## src/rtl/cond_pkg.sv

```systemverilog
// Shared definitions for the status-flag / condition-evaluation logic:
// flag bit positions, the 4-bit condition field encoding and the flag vector type.
package cond_pkg;

   localparam int unsigned FLAG_N = 3;
   localparam int unsigned FLAG_Z = 2;
   localparam int unsigned FLAG_C = 1;
   localparam int unsigned FLAG_V = 0;

   typedef logic [3:0] flags_t;

   typedef enum logic [3:0] {
      COND_EQ = 4'h0,
      COND_NE = 4'h1,
      COND_CS = 4'h2,
      COND_CC = 4'h3,
      COND_MI = 4'h4,
      COND_PL = 4'h5,
      COND_VS = 4'h6,
      COND_VC = 4'h7,
      COND_HI = 4'h8,
      COND_LS = 4'h9,
      COND_GE = 4'hA,
      COND_LT = 4'hB,
      COND_GT = 4'hC,
      COND_LE = 4'hD,
      COND_AL = 4'hE,
      COND_NV = 4'hF
   } cond_e;

endpackage

```

## src/rtl/cond_eval.sv

```systemverilog
// Combinational condition evaluator: decodes a 4-bit condition field against
// a {N,Z,C,V} flag vector. Code F follows NV_ALWAYS.
module cond_eval
   import cond_pkg::*;
#(
   parameter bit NV_ALWAYS = 1'b0
) (
   input  logic [3:0] flags_i,
   input  logic [3:0] cond_code_i,
   output logic       pass_o
);

   logic n, z, c, v;

   assign n = flags_i[FLAG_N];
   assign z = flags_i[FLAG_Z];
   assign c = flags_i[FLAG_C];
   assign v = flags_i[FLAG_V];

   always_comb begin
      pass_o = 1'b0;
      case (cond_e'(cond_code_i))
         COND_EQ: pass_o = z;
         COND_NE: pass_o = !z;
         COND_CS: pass_o = c;
         COND_CC: pass_o = !c;
         COND_MI: pass_o = n;
         COND_PL: pass_o = !n;
         COND_VS: pass_o = v;
         COND_VC: pass_o = !v;
         COND_HI: pass_o = c && !z;
         COND_LS: pass_o = !c || z;
         COND_GE: pass_o = (n == v);
         COND_LT: pass_o = (n != v);
         COND_GT: pass_o = !z && (n == v);
         COND_LE: pass_o = z || (n != v);
         COND_AL: pass_o = 1'b1;
         COND_NV: pass_o = NV_ALWAYS;
         default: pass_o = 1'b0;
      endcase
   end

endmodule

```

## src/rtl/cond_flag_unit.sv

```systemverilog
// N/Z/C/V flag register with per-flag load, condition evaluation, registered
// pass bit and a LIFO flag save/restore stack with sticky over/underflow errors.
module cond_flag_unit
   import cond_pkg::*;
#(
   parameter int unsigned STACK_DEPTH = 4,
   parameter bit          NV_ALWAYS   = 1'b0
) (
   input  logic       clk,
   input  logic       rst,
   input  logic [3:0] flag_in,
   input  logic [3:0] flag_ld,
   input  logic [3:0] cond_code,
   input  logic       cond_en,
   input  logic       push,
   input  logic       pop,
   input  logic       clr_err,
   output logic [3:0] flags,
   output logic       cond_pass,
   output logic       cond_pass_q,
   output logic       stack_full,
   output logic       stack_empty,
   output logic       err_ovf,
   output logic       err_unf
);

   localparam int unsigned CW = $clog2(STACK_DEPTH + 1);
   localparam int unsigned IW = (STACK_DEPTH > 1) ? $clog2(STACK_DEPTH) : 1;

   flags_t          flags_q, flags_d;
   logic [CW-1:0]   count_q, count_d;
   logic            cpass_q, cpass_d;
   logic            err_ovf_q, err_ovf_d;
   logic            err_unf_q, err_unf_d;
   flags_t          stack_q [STACK_DEPTH];

   logic [CW-1:0]   count_m1;
   logic [IW-1:0]   push_idx, top_idx;
   logic            full, empty;
   logic            do_push, do_pop, do_xchg;
   logic            pass;

   cond_eval #(.NV_ALWAYS(NV_ALWAYS)) u_eval (
      .flags_i     (flags_q),
      .cond_code_i (cond_code),
      .pass_o      (pass)
   );

   assign full     = (count_q == CW'(STACK_DEPTH));
   assign empty    = (count_q == '0);
   assign count_m1 = count_q - CW'(1);
   assign push_idx = count_q[IW-1:0];
   assign top_idx  = count_m1[IW-1:0];

   // Any pop on a non-empty stack restores flags; push+pop on a non-empty stack is an exchange.
   assign do_pop  = pop && !empty;
   assign do_xchg = pop && push && !empty;
   assign do_push = push && !pop && !full;

   always_comb begin
      flags_d = flags_q;
      if (do_pop) begin
         flags_d = stack_q[top_idx];
      end else begin
         for (int unsigned i = 0; i < 4; i++) begin
            if (flag_ld[i]) flags_d[i] = flag_in[i];
         end
      end

      count_d = count_q;
      if (do_push)                    count_d = count_q + CW'(1);
      else if (do_pop && !do_xchg)    count_d = count_m1;

      cpass_d   = cond_en ? pass : cpass_q;
      err_ovf_d = (push && !pop && full) || (err_ovf_q && !clr_err);
      err_unf_d = (pop && empty)         || (err_unf_q && !clr_err);
   end

   always_ff @(posedge clk or negedge rst) begin
      if (!rst) begin
         flags_q   <= '0;
         count_q   <= '0;
         cpass_q   <= 1'b0;
         err_ovf_q <= 1'b0;
         err_unf_q <= 1'b0;
      end else begin
         flags_q   <= flags_d;
         count_q   <= count_d;
         cpass_q   <= cpass_d;
         err_ovf_q <= err_ovf_d;
         err_unf_q <= err_unf_d;
      end
   end

   // Entry contents need no reset; the count alone defines validity.
   always_ff @(posedge clk) begin
      if (do_push)      stack_q[push_idx] <= flags_q;
      else if (do_xchg) stack_q[top_idx]  <= flags_q;
   end

   assign flags       = flags_q;
   assign cond_pass   = pass;
   assign cond_pass_q = cpass_q;
   assign stack_full  = full;
   assign stack_empty = empty;
   assign err_ovf     = err_ovf_q;
   assign err_unf     = err_unf_q;

endmodule

```

## config.mk

```make
export PLATFORM = sky130hd
export DESIGN_NAME = cond_flag_unit
export DESIGN_NICKNAME = d
export VERILOG_FILES = /design/src/rtl/cond_pkg.sv /design/src/rtl/cond_eval.sv /design/src/rtl/cond_flag_unit.sv
export SDC_FILE = /design/constraint.sdc
export NUM_CORES = 1
export LEC_CHECK = 0
export CAP_MARGIN = 25
export CORE_AREA = 5 5 69 103
export DETAILED_ROUTE_END_ITERATION = 12
export DIE_AREA = 0 0 74 108
export PLACE_DENSITY = 0.41
export SLEW_MARGIN = 15
export SYNTH_ARGS = -nofsm -noshare
export SYNTH_HDL_FRONTEND = slang
export SYNTH_SLANG_ARGS = --single-unit
```

## constraint.sdc

```tcl
create_clock -name clk -period 5.24 [get_ports clk]
set_clock_uncertainty 0.15 [all_clocks]
set_input_delay 0.786 -clock clk [delete_from_list [all_inputs] [get_ports clk]]
set_output_delay 0.786 -clock clk [all_outputs]
set_load 0.02 [all_outputs]
```

==> results of run 1 <==
## placed cells by master (no fill, tap or decap), types with 3 or more instances in the layout
master,count
mux2i_1,10
xnor2_1,4
a21oi_1,8
ha_1,3
inv_1,11
mux4_2,4
nor2_1,11
nand2b_1,7
edfxtp_1,16
dfrtp_1,10
clkbuf_8,3
clkdlybuf4s50_1,27
o21ai_0,4
xor2_1,3
nand2_1,6
## cell type report
class	instances	area [µm²]
Clock buffer	4	45.0
Tap cell	74	92.6
Timing Repair Buffer	27	270
Multi-Input combinational cell	85	664
Fill cell	631	4240
Inverter	11	41.3
Sequential cell	26	731
## stage by stage
stage	area (µm²)	setup slack (ps)	cells	util (%)
after floorplan	1480	2410	129	-
after global placement	1800	1400	223	29.6
after detailed placement	1800	1330	223	29.6
after CTS	1840	1320	227	30.3
after global routing	1840	1170	227	30.3
final	1840	1330	227	30.3
## how the worst max path moves through the flow
stage,start,end,depth (start not counted)
after floorplan,cond_code[1],cond_pass,5
after global placement,cond_code[1],cond_pass,6
after detailed placement,cond_code[1],cond_pass,6
after CTS,cond_code[1],cond_pass,6
after global routing,cond_code[1],cond_pass,6
final,cond_code[1],cond_pass,6
## cell families (layout without fill, tap and decap cells)
group,Yosys count,count (layout),share of synthesized area (%)
simple gates,36,36,13.2
flops,26,26,49.3
compound gates,24,24,11.4
buf+inv,18,42,5.91
mux,15,15,13.6
xor+xnor,7,7,4.14
fa+ha+maj,3,3,2.53
## critical path, cell delays in order
cell	delay (ps)
clkdlybuf4s50_1	700
and3b_1	250
a2111oi_2	360
a211oi_2	90
a21oi_1	160
clkdlybuf4s50_1	620
## registers in the layout (all words and copies together) (netlist names)
signal and cells:
cond_pass_q 1, count_q 3, err_ovf 1, err_unf 1
flags 4, stack_q 16
## cells in the mapped netlist
cell        n
nor3b_1     1
nand3b_1    2
nand2b_1    7
mux2i_1    10
a21oi_1     8
xor2_1      3
nand3_1     2
or3b_1      2
or4_1       1
o21ai_0     4
xnor2_1     4
a32oi_1     1
buf_2       4
nor2b_1     2
o211ai_1    1
a21o_1      1
o311a_1     1
mux2_2      1
a22oi_1     2
inv_1      11
ha_1        3
nor4b_1     1
o22ai_1     1
a2111oi_2   1
a211oi_2    1
buf_6       2
dfrtp_1    10
clkbuf_1    1
nand2_1     6
a31o_1      1
o21ai_1     1
nor2_1     11
mux4_2      4
o211ai_2    1
edfxtp_1   16
and3b_1     1
## metal layers
| layer | wire (µm) | part of all wire (%) | track usage, % | vias up |
|---|---|---|---|---|
| li1 | - | - | - | 509 |
| met1 | 1300 | 39 | 9.67 | 507 |
| met2 | 1830 | 55 | 16.5 | 20 |
| met3 | 152 | 4.6 | 1.77 | 2 |
| met4 | 38 | 1.1 | 3.50 | 0 |
| met5 | 0 | 0 | 0 | - |
## power by group
| part | switching, mW | leakage [nW] | total [mW] | internal, mW |
|---|---|---|---|---|
| clock | 0.0597 | 0.0228 | 0.114 | 0.0543 |
| combinational | 0.232 | 0.418 | 0.456 | 0.224 |
| sequential | 0.0817 | 0.265 | 0.390 | 0.309 |
==> parameters.txt, run 1 <==
Parameter                              Value

Status
  Run status ... complete, no violations

Placement
  Port Buf Inserts ... 27
  Final GP Congestion ... 0.762
  Final HPWL DP ... 2630 µm

STA
  Fin. max-slew vios ... 0
  Fmax achieved ... 0.256 GHz
  Number of failing hold endpoints at the final stage ... 0
  Shortest clock period the worst path allows after layout ... 3910 ps
  Worst hold margin ... 378 ps
  Setup repair after global routing missed its margin ... no
  Worst slew slack as a fraction of its limit ... 64.7%
  Aggregate negative setup slack ... 0 ps
  Worst-Margin Slew ... 528 ps
  Setup-violating endpoint count in the final report ... 0
  Final critical-path share of the clock period ... 74.6%

Floorplan
  Placement row count ... 35
  Die boundary width ... 74 µm
  Y dimension of the die ... 108 µm
  Initial standard-cell utilization of the core ... 24.4%
  Boundary pin count ... 28
  Die footprint ... 7990 µm²
  Total core area ... 6090 µm²

Logic synthesis
  Post-synthesis sequential element count ... 26
  Largest area contributor in the netlist ... edfxtp_1
  Cell area after technology mapping ... 1480 µm²
  Synthesized instance count ... 129
  Library cells used by synthesis ... 36
  Synthesized area per cell ... 11.5 µm²
  Count of yosys warnings during synthesis ... 0
  Post-synth top area share ... 32.4%
  Largest cells by area after synthesis ... edfxtp_1 32%, dfrtp_1 17%, mux2i_1 6.8%, mux4_2 6.1%, nand2b_1 3.0%
  Synthesized net count ... 150
  Sequential-to-total area share from yosys stat ... 49.3%

Clock tree
  Number of buffers inserted for hold repair after clock tree synthesis ... 0
  TritonCTS Buffers ... 3
  Clock transition at the registers of the reported paths ... 80 ps
  Post-CTS Setup Repair Bufs ... 0
  Clock root buffer ... clkbuf_8
  Number of sinks on the clock net ... 26
  CTS tree ... built
  Number of gates given a new drive strength after cts ... 0
  Clock latency reported for the late side of the worst-skew pair ... 270 ps
  Buffers from clock root to sink, at most ... 2
  H-tree depth ... 1

Hold path
  Number of instances on the worst hold path ... 2
  Hold_sp ... cond_pass_q
  Terminating pin of the worst hold path ... cond_pass_q
  Class of the worst hold path ... flip-flop to flip-flop

Power
  Static leakage power ... 0.706 nW
  IR Drop Worst-Case VDD ... 0.162 mV
  Power consumption ... 0.960 mW
  Power density cells ... 521 nW/µm²

Finish
  Proportion of layout cells with a drive suffix above 1 ... 7.19%
  Synthesis-to-finish area growth ... 24.4%
  N_diodes ... 0
  Final-stage net count ... 175

Worst setup path
  Endpoint kind of the worst setup timing path ... output port
  WP data arrival ... 2970 ps
  Required arrival time at the worst endpoint ... 4300 ps
  Crit start category ... input pin
  Crit Reg-Reg Endpoint ... stack_q[1][1]
  Worst r2r src ... count_q[0]
  Depth of the worst register-to-register path ... 6
  Worst-case register-to-register setup slack ... 2790 ps
  Highest net fanout along the worst path ... 10
  Setup CP Type ... input pin to output port

GRT
  Total congestion overflow after global routing ... 0
  Global-route wire length before repair ... 5420 µm
  Global-route total usage across every layer ... 8.94%
  Largest net degree at the start of global routing ... 15
  Initial antenna violation count ... 0
  Vias in the first global route ... 1109

Route
  Iter 0 DRT Violations ... 49
  Antenna violation net count after detailed routing ... 0
  Via count of the routed design ... 1038
  Final routed wire length divided by cell count ... 14.6 µm
  Via-per-instance ratio ... 4.57
  Final wirelength ... 3320 µm
  First-pass detailed-route iteration total ... 4
  Number of DRC violations after detailed routing ... 0

Job
  Max-cap check violation count ... 0
(Power assumes the default switching activity.)
==> inputs of run 2 (changes only) <==
Settings changed: PLACE_DENSITY 0.41 to 0.42.
Clock period 5.24 ns to 3.3 ns, I/O delays scaled along.
==> parameters.txt, run 2 (synthesis results as in run 1) <==
Parameter                              Value

Finish
  Synthesis-to-finish area growth ... 27.8%
  Top library cells by usage in the layout, fill and taps aside ... 26 x clkdlybuf4s50_1, 16 x edfxtp_1, 11 x inv_1, 11 x nor2_1
  N_diodes ... 0
  Most common cell after layout, fill and taps aside ... clkdlybuf4s50_1
  Max reg flops ... 16
  Proportion of layout cells with a drive suffix above 1 ... 10.8%
  Number of filler cells placed in the layout ... 620
  Final-stage net count ... 180
  Most flop-heavy register ... stack_q

Clock tree
  CTS tree ... built
  Clock transition at the registers of the reported paths ... 90 ps
  Clock latency reported for the late side of the worst-skew pair ... 270 ps
  Number of sinks on the clock net ... 26
  Post-CTS Setup Repair Bufs ... 0
  Buffers from clock root to sink, at most ... 2
  Number of gates given a new drive strength after cts ... 0
  Clock root buffer ... clkbuf_8
  H-tree depth ... 1
  TritonCTS Buffers ... 3
  Number of buffers inserted for hold repair after clock tree synthesis ... 0

GRT
  Initial antenna violation count ... 0
  Largest net degree at the start of global routing ... 15
  M3 GR Usage ... 1.77%
  Global-route wire length before repair ... 5630 µm
  Layer carrying the most global-route usage ... met2
  Met2 usage in global routing ... 16.8%
  Vias in the first global route ... 1180
  Met1 Track Usage GR ... 10.0%
  Total congestion overflow after global routing ... 0
  Global-route total usage across every layer ... 9.34%

Floorplan
  Placement row count ... 35
  Total core area ... 6090 µm²
  Initial standard-cell utilization of the core ... 24.4%
  Y dimension of the die ... 108 µm
  Die boundary width ... 74 µm
  Die footprint ... 7990 µm²
  Boundary pin count ... 28

Power
  Static leakage power ... 0.745 nW
  IR Drop Worst-Case VDD ... 0.275 mV
  Power consumption ... 1.58 mW
  Power density cells ... 836 nW/µm²

Route
  Antenna violation net count after detailed routing ... 0
  Final wirelength ... 3490 µm
  Iter 0 DRT Violations ... 35
  Via count of the routed design ... 1062
  Via-per-instance ratio ... 4.58
  First-pass detailed-route iteration total ... 3
  Final routed wire length divided by cell count ... 15.0 µm
  Number of DRC violations after detailed routing ... 0

STA
  Fmax achieved ... 0.318 GHz
  Setup-violating endpoint count in the final report ... 0
  Shortest clock period the worst path allows after layout ... 3150 ps
  Aggregate negative setup slack ... 0 ps
  Setup repair after global routing missed its margin ... no
  Worst-Margin Slew ... 520 ps
  Fin. max-slew vios ... 0
  Number of failing hold endpoints at the final stage ... 0
  Worst slew slack as a fraction of its limit ... 65.2%
  Final critical-path share of the clock period ... 95.3%

Worst setup path
  Master of the slowest instance on the critical path ... clkdlybuf4s50_1
  Setup CP Type ... input pin to output port
  Critical Path, Cell by Cell ... clkdlybuf4s50_1 > and3b_1 > a2111oi_2 > a211oi_2 > a21oi_1 > clkdlybuf4s50_1
  Crit start category ... input pin
  Largest stage delay, worst path ... 620 ps
  Family with the most delay on the worst path ... buffers and inverters
  Buffers and inverters on the worst path ... 2
  Cell repeated most along the worst path ... clkdlybuf4s50_1
  Highest net fanout along the worst path ... 3
  Required arrival time at the worst endpoint ... 2650 ps
  Endpoint kind of the worst setup timing path ... output port
  WP data arrival ... 2500 ps

Placement
  Final GP Congestion ... 0.842
  Final HPWL DP ... 2730 µm
  Port Buf Inserts ... 27

Status
  Run status ... complete, no violations

Job
  Max-cap check violation count ... 0

Hold path
  Class of the worst hold path ... flip-flop to flip-flop
[run 2: changes by cell type in the layout (fill, tap and decap cells not counted)]
cell	previous run	this run
clkdlybuf4s50_1	27	26
clkbuf_8	3	4
buf_4	0	5
clkbuf_1	1	0
dlymetal6s2s_1	0	1
[run 2: power by group]
group / internal, mW / switching, mW
logic: 0.373 / 0.404
clock network: 0.107 / 0.0979
registers: 0.490 / 0.111
total: 0.970 / 0.613
[run 2: final timing paths]
check,startpoint,end,slack (ps),depth (start not counted)
worst max-delay path,cond_code[1],cond_pass,150,6
worst min-delay path,cond_pass_q,cond_pass_q,370,2
worst max register to register,count_q[0],stack_q[1][2],870,6
worst min register to register,cond_pass_q,cond_pass_q,370,2
max in group asynchronous,rst,flags[3],2240,1
min in group asynchronous,rst,count_q[2],410,1
[run 2: routing by layer]
metal / share of wire (%) / vias to the layer above
met1: 39 / 508
met4: 3.6 / 0
met5: 0 / -
met2: 53 / 26
met3: 4.4 / 9
li1: - / 519
[run 2: cell type report]
type | instances | area [µm²] | area share, %
multi-input cells | 85 | 664 | 35.1
flip-flops and latches | 26 | 731 | 38.6
clock buffers | 4 | 55.1 | 2.91
well taps | 74 | 92.6 | 4.89
inverters | 11 | 41.3 | 2.18
repair buffers | 32 | 310 | 16.4
[run 2: metrics by stage]
step           setup slack [ps]  utilization [%]  area, µm²  instances  hold WS (ps)
2_1_floorplan              1050                -       1480        129          49.4
3_3_place_gp               94.8             30.2       1840        228           365
3_5_place_dp               26.2             30.2       1840        228           347
4_1_cts                    9.29             31.1       1890        232           382
5_1_grt                    67.3             31.1       1890        232           411
6_report                    154             31.1       1890        232           374
[run 2: tightest hold or removal path: cells and delay by family, from the launching register on]
kind	cells	cell delay, ps
AOI/OAI and AO/OA	1	50
DFF	1	370
and+or+nand+nor	1	70
==> variant 1 (flow settings as in run 2) <==
Register the output `flags` once more, cleared by the reset; this adds one clock of latency there. The other outputs are not delayed to match.
--- a/src/rtl/cond_flag_unit.sv
+++ b/src/rtl/cond_flag_unit.sv
@@ -100,3 +100,9 @@
 
-   assign flags       = flags_q;
+   always_ff @(posedge clk or negedge rst) begin
+      if (!rst) begin
+         flags <= '0;
+      end else begin
+         flags <= flags_q;
+      end
+   end
    assign cond_pass   = pass;
Function: changed (Yosys sat finds a counterexample within 4 cycles, from zero or initial values and one cycle with rst low).
==> variant 1 against run 2 <==
Sequential cell count is 4 higher. Routed wire length grew 0.57%. Area after synthesis grew 6.8%. Register-to-register slack lost 0.04 ns. Power rose by 8.6%. Core utilization increased by 1.8 points. Design area up 5.9%. Critical path depth increased by 1. Fmax decreased by 0.70%. Count of clock-buffer cells in the layout rose by 2. Final cell count grew 2.6%. Global-route usage is 0.37 points higher. Worst setup slack got worse by 0.022 ns. Critical path type unchanged. Largest power group unchanged. Highest routed layer unchanged.
==> variant 1: results (changes against run 2) <==
INFO  logic_synthesis async_reset_ff_share=46.67% [+8.2 points]
INFO  global_route   globalRouteTotalUtil=9.713% [+0.37 points]
INFO  logic_synthesis netlist_instances=133 [+3.1%]
INFO  logic_synthesis synth-seq-area-share=52.49% [+3.2 points]
INFO  detailed_routing wl_per_cell=14.73µm [-2.0%]
INFO  critical_path  crit_arrival=2.52ns [+0.02 ns]
INFO  place          dpl-instance-area=1922µm² [+4.6%]
INFO  logic_synthesis yosys-top-cells-count=edfxtp_1 (16), dfrtp_1 (14), inv_1 (11), nor2_1 (11), mux2i_1 (10)
INFO  global_route   global_route.usage.met2=17.26% [+0.44 points]
INFO  finish         fin_cells=238 [+2.6%]
INFO  global_route   met1_usage=10.09% [+0.087 points]
INFO  outcome        run_status=completed
INFO  power          p_leak=0.7938nW [+6.6%]
INFO  place          dp_slack=0.04877ns [+0.02258 ns]
INFO  power          p_seq=0.688mW [+14%]
INFO  cts            worst_setup_hold_path_clk_slew=0.06ns [-0.03 ns]
INFO  finish         count_of_filler_cells_inserted_in_the_layout=618 [-0.32%]
INFO  finish         layout-drive-gt1-share=10.37% [-0.39 points]
INFO  power          switchingPower=0.6440mW [+5.0%]
INFO  logic_synthesis mappedNetlistNets=154 [+2.7%]
INFO  power          vdd_ir_drop_max=0.1882mV [-31%]
INFO  min_path       hold_path.startpoint=cond_pass_q
INFO  cts            numCtsBuffers=5 [+2]
INFO  power          power.combinational.total=0.753mW [-3.1%]
INFO  global_route   initial_antenna_violation_count=0 [unchanged]
INFO  critical_path  critPathMaxFanout=8 [+5]
INFO  detailed_routing routed-wl-met3=154µm [-0.65%]
INFO  detailed_routing met2_wirelength=1.875mm [+1.5%]
INFO  timing         slew-limit-headroom=49.22% [-16 points]
INFO  cts            ctsHtreeMaxLevel=2 [+1]
INFO  cts            cts_buffer_depth=2 [unchanged]
INFO  place          place.detailed.hpwl=2.667mm [-2.2%]
INFO  detailed_routing drt-pass1-iter-count=4 [+1]
INFO  logic_synthesis top_cells_by_area_in_the_synthesized_netlist=edfxtp_1 (30%), dfrtp_1 (22%), mux2i_1 (6.3%)
INFO  power          pg_clk=0.278mW [+36%]
INFO  detailed_routing via_per_inst=4.580 [about the same]
INFO  global_route   grt_first_pass_wirelength=5.802mm [+3.1%]
INFO  place          final_wtd_congestion=0.7542 [-10%]
INFO  global_route   vias_in_the_first_global_route=1,224 [+3.7%]
INFO  finish         design.final.nets=184 [+2.2%]
INFO  critical_path  worst_path_largest_cell_delay=0.55ns [-0.07 ns]
INFO  finish         layout.cell_area.non_filler=2006µm² [+5.9%]
INFO  detailed_routing drt-met1-wl=1.385mm [+2.1%]
INFO  detailed_routing drt_iter0_markers=31 [-11%]
[variant 1: cell type report]
type | count | area share (%)
tap | 74 | 4.616
multi-input combinational | 85 | 33.13
clock buffer | 6 | 3.618
timing repair buffer | 30 | 14.72
sequential | 30 | 41.42
inverter | 11 | 2.059
clock inverter | 2 | 0.4367
[variant 1: cells by family after synthesis]
group,after synthesis,synth area share (%)
fa+ha+maj,3,2.372
simple gates,36,12.33
flops,30,52.49
compound gates,24,10.67
buf+inv,18,5.533
mux,15,12.73
xor+xnor,7,3.874
[variant 1: final timing paths]
path | end | slack (ns) | depth (start not counted)
setup / recovery | cond_pass | 0.13 | 7
hold / removal | cond_pass_q | 0.37 | 2
setup reg to reg | stack_q[1][1] | 0.83 | 6
hold reg to reg | cond_pass_q | 0.37 | 2
max in group asynchronous | flags_q[1] | 2.01 | 1
min in group asynchronous | err_unf | 0.52 | 1
[variant 1: what timing repair did]
action                     4_1_cts  5_1_grt
resized for setup                0        1
hold buffers                     0        0
setup endpoints to repair        0        1
==> variant 2 (flow settings as in run 2) <==
Without the edit above. Set the parameter `STACK_DEPTH` to 2 (it was 4).
--- a/src/rtl/cond_flag_unit.sv
+++ b/src/rtl/cond_flag_unit.sv
@@ -5,3 +5,3 @@
 #(
-   parameter int unsigned STACK_DEPTH = 4,
+   parameter int unsigned STACK_DEPTH = 2,
    parameter bit          NV_ALWAYS   = 1'b0
Behaviour: not the same (a bounded check fails within 4 cycles, from zero or initial values and one cycle with rst low).
==> variant 2 against run 2 <==
Design area down 34%. Sequential cell count down 9. Critical path depth unchanged. Area after synthesis down 43%. Routed wire length down 43%. Sequential power down 34%. Global-route usage down 3.9 points. Power down 36%. First-iteration DRC count down 31%. Clock power down 26%. Worst setup slack better by 0.35 ns. Count of clock-buffer cells in the layout down 1. Critical endpoint unchanged.
==> variant 2: results (changes against run 2) <==
INFO  detailed_routing via_count=674 [-37%]
INFO  place          final_wtd_congestion=0.6698 [-20%]
INFO  logic_synthesis mappedNetlistNets=92 [-39%]
INFO  critical_path  regToRegSetupSlack=1.10ns [+0.23 ns]
INFO  logic_synthesis synth-seq-area-share=54.95% [+5.7 points]
INFO  global_route   grt_max_degree=12 [-3]
INFO  timing         slew-limit-headroom=66.94% [+1.7 points]
INFO  cts            worst_setup_hold_path_clk_slew=0.06ns [-0.03 ns]
INFO  global_route   globalRouteTotalUtil=5.434% [-3.9 points]
INFO  cts            clk_latency=0.25ns [-0.02 ns]
INFO  detailed_routing drt-pass1-iter-count=2 [-1]
INFO  global_route   vias_in_the_first_global_route=726 [-38%]
INFO  place          dp_cells=172 [-25%]
INFO  global_route   grt_first_pass_wirelength=3.394mm [-40%]
INFO  detailed_routing via_per_inst=3.830 [-16%]
INFO  place          dpl-instance-area=1210µm² [-34%]
INFO  outcome        run_status=completed
INFO  finish         largest_register_ffs=8 [-8]
INFO  logic_synthesis async_reset_ff_share=52.94% [+14 points]
INFO  finish         design.final.nets=123 [-32%]
INFO  logic_synthesis top_cells_by_area_in_the_synthesized_netlist=edfxtp_1 (28%), dfrtp_1 (27%), mux2i_1 (7.1%)
INFO  critical_path  critPathMaxFanout=5 [+2]
INFO  place          dp_slack=0.1295ns [+0.1033 ns]
INFO  detailed_routing drt_iter0_markers=24 [-31%]
INFO  power          p_leak=0.4770nW [-36%]
INFO  power          vdd_ir_drop_max=0.2566mV [-6.6%]
INFO  logic_synthesis synthDistinctLibCells=25 [-31%]
INFO  logic_synthesis yosys-top-cells-count=dfrtp_1 (9), edfxtp_1 (8), mux2i_1 (6)
## variant 2: cells by family (layout without fill, tap and decap cells)
| kind of cell | Yosys count | count (layout) | share of synthesized area (%) |
|---|---|---|---|
| flip-flops | 17 | 17 | 54.95 |
| XOR/XNOR | 3 | 3 | 3.102 |
| AND/OR/NAND/NOR | 17 | 17 | 11.23 |
| multiplexers | 8 | 8 | 11.08 |
| AO/OA/AOI/OAI | 18 | 18 | 13.59 |
| buffers and inverters | 7 | 37 | 3.102 |
| adder cells (fa/ha/maj) | 2 | 2 | 2.954 |
## variant 2: power breakdown
| group | internal [mW] | switching, mW |
|---|---|---|
| clock network | 0.0836 | 0.0684 |
| logic | 0.238 | 0.226 |
| registers | 0.316 | 0.0834 |
## variant 2: how the worst min path moves through the flow
| stage | to | slack (ns) | cells past startpoint |
|---|---|---|---|
| 2_1_floorplan | cond_pass_q | 0.05 | 0 |
| 3_3_place_gp | cond_pass_q | 0.36 | 1 |
| 3_5_place_dp | cond_pass_q | 0.36 | 1 |
| 4_1_cts | cond_pass_q | 0.38 | 1 |
| 5_1_grt | cond_pass_q | 0.40 | 1 |
| 6_report | cond_pass_q | 0.36 | 1 |
## variant 2: final cells by class
type / instances / area (µm²)
tap: 74 / 92.59
inverter: 5 / 18.77
clock buffer: 3 / 41.29
clock inverter: 1 / 5.005
fill: 642 / 4828
sequential: 17 / 465.4
timing repair buffer: 28 / 280.3
multi-input combinational: 48 / 355.3
## variant 2: layer usage
metal / part of all wire, % / global-route usage (%) / vias to the layer above / wire length [µm]
met2: 45 / 8.503 / 28 / 897
met5: 0 / 0 / - / 0
met1: 46 / 6.910 / 319 / 918
li1: - / - / 325 / -
met3: 8.1 / 2.326 / 2 / 161
met4: 0.75 / 1.166 / 0 / 15
